`src/rtl/text_overlay_pkg.sv`:
```
// text_overlay_pkg: constants, width helpers, FSM state type and the glyph
// table used by the text overlay renderer.
package text_overlay_pkg;

  localparam int SPACE_CODE = 'h20;  // blank glyph, used to clear the buffer
  localparam int PIPE_LAT   = 3;     // pixel in -> blank/letra out

  typedef enum logic {
    INIT = 1'b0,
    RUN  = 1'b1
  } state_t;

  // Index width for n items, never narrower than one bit.
  function automatic int idx_w(input int n);
    return (n > 1) ? $clog2(n) : 1;
  endfunction

  // Width of a linear cell address for a cols x rows text window.
  function automatic int cell_addr_w(input int cols, input int rows);
    return idx_w(cols * rows);
  endfunction

  // One 8-pixel glyph row, MSB = leftmost pixel. Codes without an entry
  // (space included) render as all-zero rows.
  function automatic logic [7:0] glyph_row(input int unsigned code,
                                           input int unsigned row);
    logic [7:0] bits;
    bits = 8'h00;
    case (code)
      'h41: begin  // 'A'
        case (row)
          2:                 bits = 8'h10;
          3:                 bits = 8'h38;
          4:                 bits = 8'h6C;
          5, 6:              bits = 8'hC6;
          7:                 bits = 8'hFE;
          8, 9, 10, 11:      bits = 8'hC6;
          default:           bits = 8'h00;
        endcase
      end
      'h7F:    bits = 8'hFF;  // solid block
      default: bits = 8'h00;
    endcase
    return bits;
  endfunction

endpackage

```
`src/rtl/text_overlay_renderer_font_rom.sv`:
```
// font_rom: 2^CODE_W * CHAR_H words of CHAR_W bits addressed by
// {code, glyph_row}, with a single registered read port. Contents come from
// the glyph table in text_overlay_pkg.
module font_rom
  import text_overlay_pkg::*;
#(
  parameter int CODE_W = 7,
  parameter int CHAR_W = 8,
  parameter int CHAR_H = 16,
  localparam int ROW_W = idx_w(CHAR_H)
) (
  input  logic              clk,
  input  logic [CODE_W-1:0] i_code,
  input  logic [ROW_W-1:0]  i_row,
  output logic [CHAR_W-1:0] o_data
);

  logic [CHAR_W-1:0] r_data;

  // Registered lookup of one glyph row; no reset, the value is always
  // overwritten by the next read.
  always_ff @(posedge clk) begin
    r_data <= CHAR_W'(glyph_row(int'(i_code), int'(i_row)));
  end

  assign o_data = r_data;

endmodule

```
`src/rtl/text_overlay_renderer.sv`:
```
// text_overlay_renderer: classifies each pixel from the timing generator as
// blank and/or lit by a glyph from a writable character-cell buffer.
// Three-stage pipeline, one pixel per clock:
//   S1 position decode, S2 char-RAM read, S3 font-ROM read.
// Optional build macro TEXT_CURSOR_BLINK_EN adds a blinking inverted cursor
// cell driven by i_cursor_col / i_cursor_row.
module text_overlay_renderer
  import text_overlay_pkg::*;
#(
  parameter int POS_W    = 11,
  parameter int H_ACTIVE = 640,
  parameter int V_ACTIVE = 480,
  parameter int CHAR_W   = 8,
  parameter int CHAR_H   = 16,
  parameter int COLS     = 40,
  parameter int ROWS     = 15,
  parameter int ORIGIN_X = 160,
  parameter int ORIGIN_Y = 120,
  parameter int CODE_W   = 7,
  localparam int COL_W   = idx_w(COLS),
  localparam int ROW_W   = idx_w(ROWS)
) (
  input  logic              clk,
  input  logic              reset,
  input  logic              i_pix_valid,
  input  logic [POS_W-1:0]  i_pos_x,
  input  logic [POS_W-1:0]  i_pos_y,
  input  logic              i_wr_valid,
  output logic              o_wr_ready,
  input  logic [COL_W-1:0]  i_wr_col,
  input  logic [ROW_W-1:0]  i_wr_row,
  input  logic [CODE_W-1:0] i_wr_code,
`ifdef TEXT_CURSOR_BLINK_EN
  input  logic [COL_W-1:0]  i_cursor_col,
  input  logic [ROW_W-1:0]  i_cursor_row,
`endif
  output logic              o_out_valid,
  output logic              o_blank,
  output logic              o_letra
);

  localparam int CELLS  = COLS * ROWS;
  localparam int ADDR_W = cell_addr_w(COLS, ROWS);
  localparam int GROW_W = idx_w(CHAR_H);
  localparam int GCOL_W = idx_w(CHAR_W);
  localparam int WIN_W  = COLS * CHAR_W;
  localparam int WIN_H  = ROWS * CHAR_H;

  // ---------------------------------------------------------------- FSM
  state_t            r_state;
  logic [ADDR_W-1:0] r_clr_cnt;

  // INIT sweeps every cell once, then the buffer is open to writes in RUN.
  always_ff @(posedge clk) begin
    // NOTE: sequential state uses <= so every flop samples pre-edge values.
    if (reset) begin
      r_state   <= INIT;
      r_clr_cnt <= '0;
    end else begin
      case (r_state)
        INIT: begin
          if (r_clr_cnt == ADDR_W'(CELLS - 1)) begin
            r_state   <= RUN;
            r_clr_cnt <= '0;
          end else begin
            r_clr_cnt <= r_clr_cnt + ADDR_W'(1);
          end
        end
        RUN:     r_state <= RUN;
        default: r_state <= INIT;
      endcase
    end
  end

  // ------------------------------------------------------ S1 decode
  logic [POS_W:0]    w_dx, w_dy;  // one extra bit: negative = left/above window
  logic              w_blank, w_in_win;
  logic [ADDR_W-1:0] w_addr;

  assign w_dx     = {1'b0, i_pos_x} - (POS_W+1)'(ORIGIN_X);
  assign w_dy     = {1'b0, i_pos_y} - (POS_W+1)'(ORIGIN_Y);
  assign w_blank  = (i_pos_x >= POS_W'(H_ACTIVE)) || (i_pos_y >= POS_W'(V_ACTIVE));
  assign w_in_win = !w_dx[POS_W] && (w_dx < (POS_W+1)'(WIN_W)) &&
                    !w_dy[POS_W] && (w_dy < (POS_W+1)'(WIN_H)) && !w_blank;
  assign w_addr   = ADDR_W'(int'(w_dy >> GROW_W) * COLS + int'(w_dx >> GCOL_W));

  logic              r1_valid, r1_blank, r1_in_win, r1_cursor;
  logic [ADDR_W-1:0] r1_addr;
  logic [GROW_W-1:0] r1_grow;
  logic [GCOL_W-1:0] r1_gcol;
  logic              w_cursor_hit;

`ifdef TEXT_CURSOR_BLINK_EN
  logic [4:0] r_frame_cnt;
  logic       r_blink_on;

  // Count frames on the (0,0) pixel; flip the blink phase every 30 frames.
  always_ff @(posedge clk) begin
    if (reset) begin
      r_frame_cnt <= '0;
      r_blink_on  <= 1'b0;
    end else if (i_pix_valid && (i_pos_x == '0) && (i_pos_y == '0)) begin
      if (r_frame_cnt == 5'd29) begin
        r_frame_cnt <= '0;
        r_blink_on  <= !r_blink_on;
      end else begin
        r_frame_cnt <= r_frame_cnt + 5'd1;
      end
    end
  end

  assign w_cursor_hit = r_blink_on && w_in_win &&
                        ((w_dx >> GCOL_W) == (POS_W+1)'(i_cursor_col)) &&
                        ((w_dy >> GROW_W) == (POS_W+1)'(i_cursor_row));
`else
  assign w_cursor_hit = 1'b0;
`endif

  // Stage 1: register pixel class, cell address and glyph coordinates.
  always_ff @(posedge clk) begin
    if (reset) begin
      r1_valid  <= 1'b0;
      r1_blank  <= 1'b0;
      r1_in_win <= 1'b0;
      r1_cursor <= 1'b0;
    end else begin
      r1_valid  <= i_pix_valid;
      r1_blank  <= i_pix_valid && w_blank;
      r1_in_win <= i_pix_valid && w_in_win;
      r1_cursor <= i_pix_valid && w_cursor_hit;
    end
    r1_addr <= w_addr;
    r1_grow <= w_dy[GROW_W-1:0];
    r1_gcol <= w_dx[GCOL_W-1:0];
  end

  // -------------------------------------------- char RAM port arbitration
  logic              w_wr_in_range;
  logic [ADDR_W-1:0] w_wr_addr;
  logic              w_ram_re, w_ram_we;
  logic [ADDR_W-1:0] w_ram_waddr;
  logic [CODE_W-1:0] w_ram_wdata;

  assign w_wr_in_range = (int'(i_wr_col) < COLS) && (int'(i_wr_row) < ROWS);
  assign w_wr_addr     = ADDR_W'(int'(i_wr_row) * COLS + int'(i_wr_col));
  // A window pixel in S1 owns the port next edge, so user writes wait.
  assign o_wr_ready    = (r_state == RUN) && !r1_in_win;

  // Single port: clear sweep first, then pixel reads, then user writes.
  // Out-of-range user writes are acknowledged but never reach the RAM.
  always_comb begin
    // NOTE: defaults first so no path leaves a signal unassigned (no latch).
    w_ram_re    = 1'b0;
    w_ram_we    = 1'b0;
    w_ram_waddr = r_clr_cnt;
    w_ram_wdata = CODE_W'(SPACE_CODE);
    if (r_state == INIT) begin
      w_ram_we = 1'b1;
    end else if (r1_in_win) begin
      w_ram_re = 1'b1;
    end else if (i_wr_valid && w_wr_in_range) begin
      w_ram_we    = 1'b1;
      w_ram_waddr = w_wr_addr;
      w_ram_wdata = i_wr_code;
    end
  end

  logic [CODE_W-1:0] r_char_mem [CELLS];
  logic [CODE_W-1:0] r_rd_code;

  // Stage 2 memory: one synchronous read or one write per cycle.
  always_ff @(posedge clk) begin
    // NOTE: storage has no reset; the INIT sweep clears it instead.
    if (w_ram_re) begin
      r_rd_code <= r_char_mem[r1_addr];
    end else if (w_ram_we) begin
      r_char_mem[w_ram_waddr] <= w_ram_wdata;
    end
  end

  // ------------------------------------------------- S2 / S3 sideband
  logic              r2_valid, r2_blank, r2_in_win, r2_cursor, r2_run;
  logic [GROW_W-1:0] r2_grow;
  logic [GCOL_W-1:0] r2_gcol;
  logic              r3_valid, r3_blank, r3_in_win, r3_cursor, r3_run;
  logic [GCOL_W-1:0] r3_gcol;

  // Stage 2: delay sideband alongside the char-RAM read; r2_run marks
  // reads that actually won the port (not overridden by the clear sweep).
  always_ff @(posedge clk) begin
    if (reset) begin
      r2_valid  <= 1'b0;
      r2_blank  <= 1'b0;
      r2_in_win <= 1'b0;
      r2_cursor <= 1'b0;
      r2_run    <= 1'b0;
    end else begin
      r2_valid  <= r1_valid;
      r2_blank  <= r1_blank;
      r2_in_win <= r1_in_win;
      r2_cursor <= r1_cursor;
      r2_run    <= (r_state == RUN);
    end
    r2_grow <= r1_grow;
    r2_gcol <= r1_gcol;
  end

  // Stage 3: delay sideband alongside the font-ROM read.
  always_ff @(posedge clk) begin
    if (reset) begin
      r3_valid  <= 1'b0;
      r3_blank  <= 1'b0;
      r3_in_win <= 1'b0;
      r3_cursor <= 1'b0;
      r3_run    <= 1'b0;
    end else begin
      r3_valid  <= r2_valid;
      r3_blank  <= r2_blank;
      r3_in_win <= r2_in_win;
      r3_cursor <= r2_cursor;
      r3_run    <= r2_run;
    end
    r3_gcol <= r2_gcol;
  end

  logic [CHAR_W-1:0] w_font_row;
  logic              w_bit;

  font_rom #(
    .CODE_W (CODE_W),
    .CHAR_W (CHAR_W),
    .CHAR_H (CHAR_H)
  ) u_font_rom (
    .clk    (clk),
    .i_code (r_rd_code),
    .i_row  (r2_grow),
    .o_data (w_font_row)
  );

  // MSB of a glyph row is the leftmost pixel.
  assign w_bit = w_font_row[GCOL_W'(CHAR_W - 1) - r3_gcol];

  assign o_out_valid = r3_valid;
  assign o_blank     = r3_blank;
  assign o_letra     = (w_bit ^ r3_cursor) && r3_in_win && !r3_blank && r3_run;

endmodule

```
`config.mk`:
```
export PLATFORM = sky130hd
export DESIGN_NAME = text_overlay_renderer
export DESIGN_NICKNAME = d
export VERILOG_FILES = /design/src/rtl/text_overlay_pkg.sv /design/src/rtl/text_overlay_renderer_font_rom.sv /design/src/rtl/text_overlay_renderer.sv
export SDC_FILE = /design/constraint.sdc
export NUM_CORES = 2
export LEC_CHECK = 0
export ABC_AREA = 0
export BUFFER_PORTS_ARGS = -buffer_cell sky130_fd_sc_hd__buf_2
export CORE_MARGIN = 1
export CORE_UTILIZATION = 35
export DETAILED_ROUTE_END_ITERATION = 12
export MAX_ROUTING_LAYER = met4
export PLACE_DENSITY = 0.51
export SYNTH_ARGS = -nofsm -noshare
export SYNTH_HDL_FRONTEND = slang
export SYNTH_HIERARCHICAL = 1
export SYNTH_MEMORY_MAX_BITS = 65536
export SYNTH_SLANG_ARGS = --single-unit
```
`constraint.sdc`:
```
create_clock -name clk -period 17.63 [get_ports clk]
set_input_delay 3.526 -clock clk [delete_from_list [all_inputs] [get_ports clk]]
set_output_delay 3.526 -clock clk [all_outputs]
set_load 0.01 [all_outputs]
```
Yosys cells after proc, flatten, opt, wreduce, memory -nomap -nowiden
Memory sizes are Yosys's and may differ from the RTL's. A register that Yosys moved wholly into a read port is not among the register bits.
Cells that the tools add are included.
{"block": "word_totals", "output_inout_bits": 4, "in_bits": 43, "ramBits": 4200, "n_memories": 2, "ff_bits": 53, "rom_bits": 112}
{"block": "classes", "n_addsub": 6, "eq_ne": 3, "bitwise_logic": 1, "n_lt_le_gt_ge": 7, "reduce_logical": 18, "muxes": 20, "n_mul": 2}
{"memory": "r_char_mem", "depth": 600, "word_bits": 7, "rd": 1, "rd_ports_with_merged_regs": 1, "wr": 1, "line_no": "text_overlay_renderer.sv:168", "rtl": "logic [CODE_W-1:0] r_char_mem [CELLS];"}
{"memory": "(no name shown)", "depth": 16, "word_bits": 7, "rd": 1, "rd_ports_with_merged_regs": 1, "wr": 0, "line_no": "text_overlay_pkg.sv:31", "rtl": "case (row)"}
{"operator": "10-bit 2-to-1 mux", "n": 4}
{"operator": "7-bit 2-to-1 mux", "n": 3}
{"operator": "8-bit case mux with 2 select lines", "n": 1}
{"operator": "7-bit equality test (second input constant)", "n": 2}
{"operator": "1-bit logical AND", "n": 12}
{"operator": "12-bit by 8-bit less-than comparator with 1-bit output (second input constant)", "n": 1}
{"operator": "12-bit by 9-bit less-than comparator with 1-bit output (second input constant)", "n": 1}
{"operator": "11-bit by 7-bit subtractor with 12-bit output (second input constant)", "n": 1}
{"operator": "11-bit by 8-bit subtractor with 12-bit output (second input constant)", "n": 1}
{"operator": "11-bit by 10-bit >= comparator with 1-bit output (second input constant)", "n": 1}
{"operator": "11-bit by 9-bit >= comparator with 1-bit output (second input constant)", "n": 1}
{"operator": "10-bit by 1-bit adder with 10-bit output (second input constant)", "n": 1}
{"operator": "10-bit by 6-bit adder with 10-bit output", "n": 1}
{"operator": "10-bit by 9-bit adder with 10-bit output", "n": 1}
{"operator": "10-bit equality test (second input constant)", "n": 1}
{"operator": "1-bit 2-to-1 mux", "n": 10}
{"operator": "8-bit by 3-bit multiplier with 7-bit output (second input constant)", "n": 1}
{"operator": "4-bit by 3-bit multiplier with 7-bit output (second input constant)", "n": 1}
{"operator": "6-bit less-than comparator (second input constant)", "n": 1}
{"operator": "1-bit zero test", "n": 5}
{"operator": "3-bit by 4-bit less-than comparator with 1-bit output (second input constant)", "n": 1}
{"operator": "4-bit less-than comparator (second input constant)", "n": 1}
{"operator": "1-bit binary-select mux with 3-bit select", "n": 1}
{"operator": "3-bit subtractor (first input constant)", "n": 1}
{"operator": "other kinds (3)", "n": 3}

Logic depth before layout (Yosys ltp)
{"block": "logic_depth", "word_depth": 9, "mapped_depth": 14, "mapped_depth_nobuf": 12}

Hierarchy
The synthesis kept the hierarchy.
{"module": "text_overlay_renderer", "area_per_inst_um2": 166302.0, "instances": 1, "cells_each": 7797}
{"module": "font_rom", "area_per_inst_um2": 269.0, "instances": 1, "cells_each": 30}

Worst setup path before layout
OpenSTA, ideal clock, no wires.
{"block": "synth_timing", "kind": "input to register", "startpoint": "in i_wr_col[4]", "endpoint": "mem r_char_mem[0][0], data pin", "path_slack_ps": 3947, "setup_ps": 1766, "t_arrival_ps": 11917, "stages": 5, "n_path_buf": 2, "cell_sequence": "o21ai_0 -> and3_1 -> buf_2 -> buf_1 -> and2_1"}
{"block": "synth_between", "elab_chain_len": 6}
{"element": "from (decl)", "line_no": "text_overlay_renderer.sv:30", "rtl": "input logic [COL_W-1:0] i_wr_col,"}
{"element": "6-bit less-than comparator", "line_no": "text_overlay_renderer.sv:144", "rtl": "assign w_wr_in_range = (int'(i_wr_col) < COLS) && (int'(i_wr_row) < ROWS);"}
{"element": "1-bit logical AND", "line_no": "text_overlay_renderer.sv:144"}
{"element": "1-bit logical AND", "line_no": "text_overlay_renderer.sv:161", "rtl": "end else if (i_wr_valid && w_wr_in_range) begin"}
{"element": "7-bit 2-to-1 mux", "line_no": "text_overlay_renderer.sv:161"}
{"element": "7-bit 2-to-1 mux", "line_no": "text_overlay_renderer.sv:159", "rtl": "end else if (r1_in_win) begin"}
{"element": "7-bit 2-to-1 mux", "line_no": "text_overlay_renderer.sv:157", "rtl": "if (r_state == INIT) begin"}
{"element": "named net w_ram_wdata[0]", "line_no": "text_overlay_renderer.sv:142", "rtl": "logic [CODE_W-1:0] w_ram_wdata;"}
{"element": "to (decl)", "line_no": "text_overlay_renderer.sv:168"}
The timed path passes the listed nets, and every way through them passes these cells.

Worst setup path in the final report
{"block": "layout_timing", "startpoint": "in i_wr_row[1]", "endpoint": "mem r_char_mem[529][1], enable pin"}
{"block": "layout_between", "elab_chain_len": 9}
{"element": "from (decl)", "line_no": "text_overlay_renderer.sv:31", "rtl": "input logic [ROW_W-1:0] i_wr_row,"}
{"element": "branches (longest 9 deep; another with 10-bit by 6-bit adder with 10-bit output)"}
Parallel ways; which one is timed is not known.

==> summary.txt <==
Global route
  • Total gr overflow: 0
  • First-pass GRT wire length: between 600000 and 700000 µm
  • Largest net degree at the start of global routing: between 150 and 200
  • Vias in the first global route: 83400
  • GR Util All Layers: between 20% and 30%
  • Initial antenna violation count: 40

Clock tree
  • Postcts setup bufs: 0
  • H-tree levels: 5
  • CTS clk-pin slew, worst paths: 0.06 ns
  • CTS tree: yes
  • Maximum clock insertion buffer count: 4
  • Clock buffer count from CTS: 445
  • Clock Latency Late Sink: approximately 1.0 ns
  • CTS sink cnt: 4261
  • Hold bufs inserted after CTS: 0
  • # resized after CTS: 0
  • Clock Tree Root: clkbuf_16

Synth
  • Top_reg_cell synth: edfxtp_1
  • Yosys cell types: 81
  • Synth Net Count: 7899
  • FFs w/ async S/R, synth: 0%
  • Number of flops mapped to enable cells by yosys: ~4200
  • Synth Area per Inst: 21.3 µm²
  • Synth Instances: a little under 8000
  • Yosys warns: 6
  • Post-synthesis cell area: 0.167 mm²
  • Synthesized flop and latch total: 4261
  • Share of the yosys chip area belonging to registers: 76.5%

Floorplanning
  • Die Y-Extent: 692 µm
  • Core Area: 0.472 mm²
  • Row count: 252
  • Die extent in x: 692 µm
  • Ports: 47
  • Initial Utilization: 35.3%
  • Die area: 0.479 mm²

Pwr
  • Leakage power: 66.1 nW
  • VDD IR max: 0.0845 mV
  • Power, Total: between 20 and 25 mW
  • PwrDens: ~120 mW/mm²

Route
  • Pre-antenna DRT Iters: 6
  • Detail Route Antenna Nets: 0
  • DRC errors left: 0
  • DRT iter0 DRCs: 10200
  • Routed wire length: 500000 µm
  • Routed vias/inst: 5.61
  • Wire per inst: roughly 34 µm
  • Total number of vias: between 80000 and 90000

Placement
  • Gp weighted congestion: 0.867
  • Detailed-placement wirelength estimate: ~300000 µm
  • I/O Buffers: 46

Worst hold path
  • Worst hold path class: reg2reg

Cells and area
  • Area Overhead vs Synth: 13.1%
  • Final Net Count: 8139
  • Share of post-route cells with drive strength above 1: 25.4%
  • Most frequent cells in the layout: 4207 x edfxtp_1, 1117 x mux4_2, 665 x nor2_1, 447 x clkbuf_16, 263 x nand2_1
  • Finished Core Util: 39.9%
  • Most common cell after layout, fill and taps aside: edfxtp_1

Timing
  • Final Skew: 0.0670 ns
  • Unrepaired setup endpoints after global routing: false
  • TNS Setup: 0 ns
  • Slew @ Worst Pin: 1.43 ns
  • Final hold slack: ~0.32 ns
  • Final hold viol count: 0
  • Slew HR: 4.76%
  • Final Setup Violations: 0
  • Tcrit/Tclk final: 43.8%
  • Maximum clock frequency: 0.129 GHz
  • Min Tclk post-route: 7.73 ns
  • Slew Viols, Final: 0

Worst setup path
  • Slowest cell on crit path: nor3b_1
  • R2R Setup Slk: around 11 ns
  • Crit-path cells: buf_2 > ha_1 > ha_1 > fa_1 > nand2_1 > nor4b_1 > o21ai_0 > a31oi_1 > nor3b_1 > nand2_1 > buf_4 > nor2_1
  • Crit end category: register
  • Setup crit start kind: input port
  • Worst setup path category: in2reg
  • Worst Path Arrival: 8.34 ns
  • CP Max Fanout: 32
  • Slowest cell delay on critical path: 1.20 ns
  • Worst endpoint required time: 18.25 ns

Outcome
  • Status: finished, final reports clean

Run
  • Maxcap violations: 0
-- synthesized netlist by cell type (33+ instances only) --
cell type / number / area share, %
edfxtp_1: 4207 / 76
mux4_2: 1117 / 15
nor2_1: 668 / 1.5
nand2_1: 302 / 0.68
mux2i_1: 188 / 1.1
clkbuf_1: 158 / 0.36
buf_2: 114 / 0.34
buf_4: 107 / 0.48
nand3_1: 79 / 0.24
o21ai_0: 70 / 0.21
a21oi_1: 60 / 0.18
buf_6: 60 / 0.41
dfxtp_1: 54 / 0.65
a22oi_1: 45 / 0.20
nor2b_1: 45 / 0.17
a211oi_1: 37 / 0.17
o22ai_1: 34 / 0.13
nor3_1: 33 / 0.099
-- cell families (layout without fill, tap and decap cells) --
kind of cell | after synthesis | count (layout) | share of synthesized area [%]
AND/OR/NAND/NOR | 1249 | 1249 | 3.18
buffers and inverters | 496 | 1116 | 1.74
other | 0 | 33 | 0
adder cells (fa/ha/maj) | 29 | 29 | 0.236
AO/OA/AOI/OAI | 440 | 440 | 1.84
flip-flops | 4261 | 4261 | 76.5
multiplexers | 1326 | 1326 | 16.4
XOR/XNOR | 26 | 26 | 0.137
-- path summary, 6_finish.rpt --
kind | startpoint | to | cells after the start
max | i_wr_row[1] | r_char_mem[529][1] | 12
min | r1_grow[3] | r2_grow[3] | 0
max reg2reg | r1_addr[0] | r_rd_code[2] | 11
min reg2reg | r1_grow[3] | r2_grow[3] | 0
-- area by class of cell --
class                   count  area, µm²
fillers                 41600     284000
flip-flops and latches   4261     127000
multi-input cells        3070      36500
clock buffers             528      11500
well taps                6223       7790
clock inverters           299       2890
repair buffers            267       2110
inverters                  22       98.8
diodes                     33       82.6
-- per-stage QoR --
stage,cells,worst slack [ns],instance area [µm²]
after floorplan,7827,3.95,167000
after global placement,13800,8.15,174000
after detailed placement,13800,8.91,174000
after CTS,14700,9.98,188000
after global routing,14700,9.88,188000
final,14700,9.90,188000
-- critical path: cells and delay by family --
family | cells | cell delay [ns]
AND/OR/NAND/NOR | 5 | 2.35
adder cells (fa/ha/maj) | 3 | 1.06
AO/OA/AOI/OAI | 2 | 0.87
buffers and inverters | 2 | 0.46
-- power by group --
| part | total, mW | internal, mW | switching, mW |
|---|---|---|---|
| logic | 1.82 | 0.500 | 1.32 |
| clock network | 9.31 | 5.31 | 4.00 |
| registers | 11.0 | 11.0 | 0.0258 |
| total | 22.1 | 16.8 | 5.35 |
-- metal layers --
metal | part of all wire, % | vias to the layer above | wire (µm) | track usage, %
met2 | 48 | 4027 | 239000 | 32.9
met4 | 3.4 | 0 | 17000 | 6.98
met1 | 41 | 44700 | 203000 | 28.0
met3 | 8.0 | 736 | 40100 | 3.92
met5 | 0 | - | 0 | -
li1 | - | 33100 | - | -
-- state kept, by name, summed over array words and instances (netlist names), 3 cells and up --
| signal | flops |
|---|---|
| r1_gcol | 3 |
| r3_gcol | 3 |
| r1_addr | 10 |
| r1_grow | 4 |
| r_rd_code | 7 |
| r_char_mem | 4200 |
| r_clr_cnt | 10 |
| r2_gcol | 3 |
| u_font_rom/o_data | 5 |
| r2_grow | 4 |
Power figures use the tool's default switching activity.
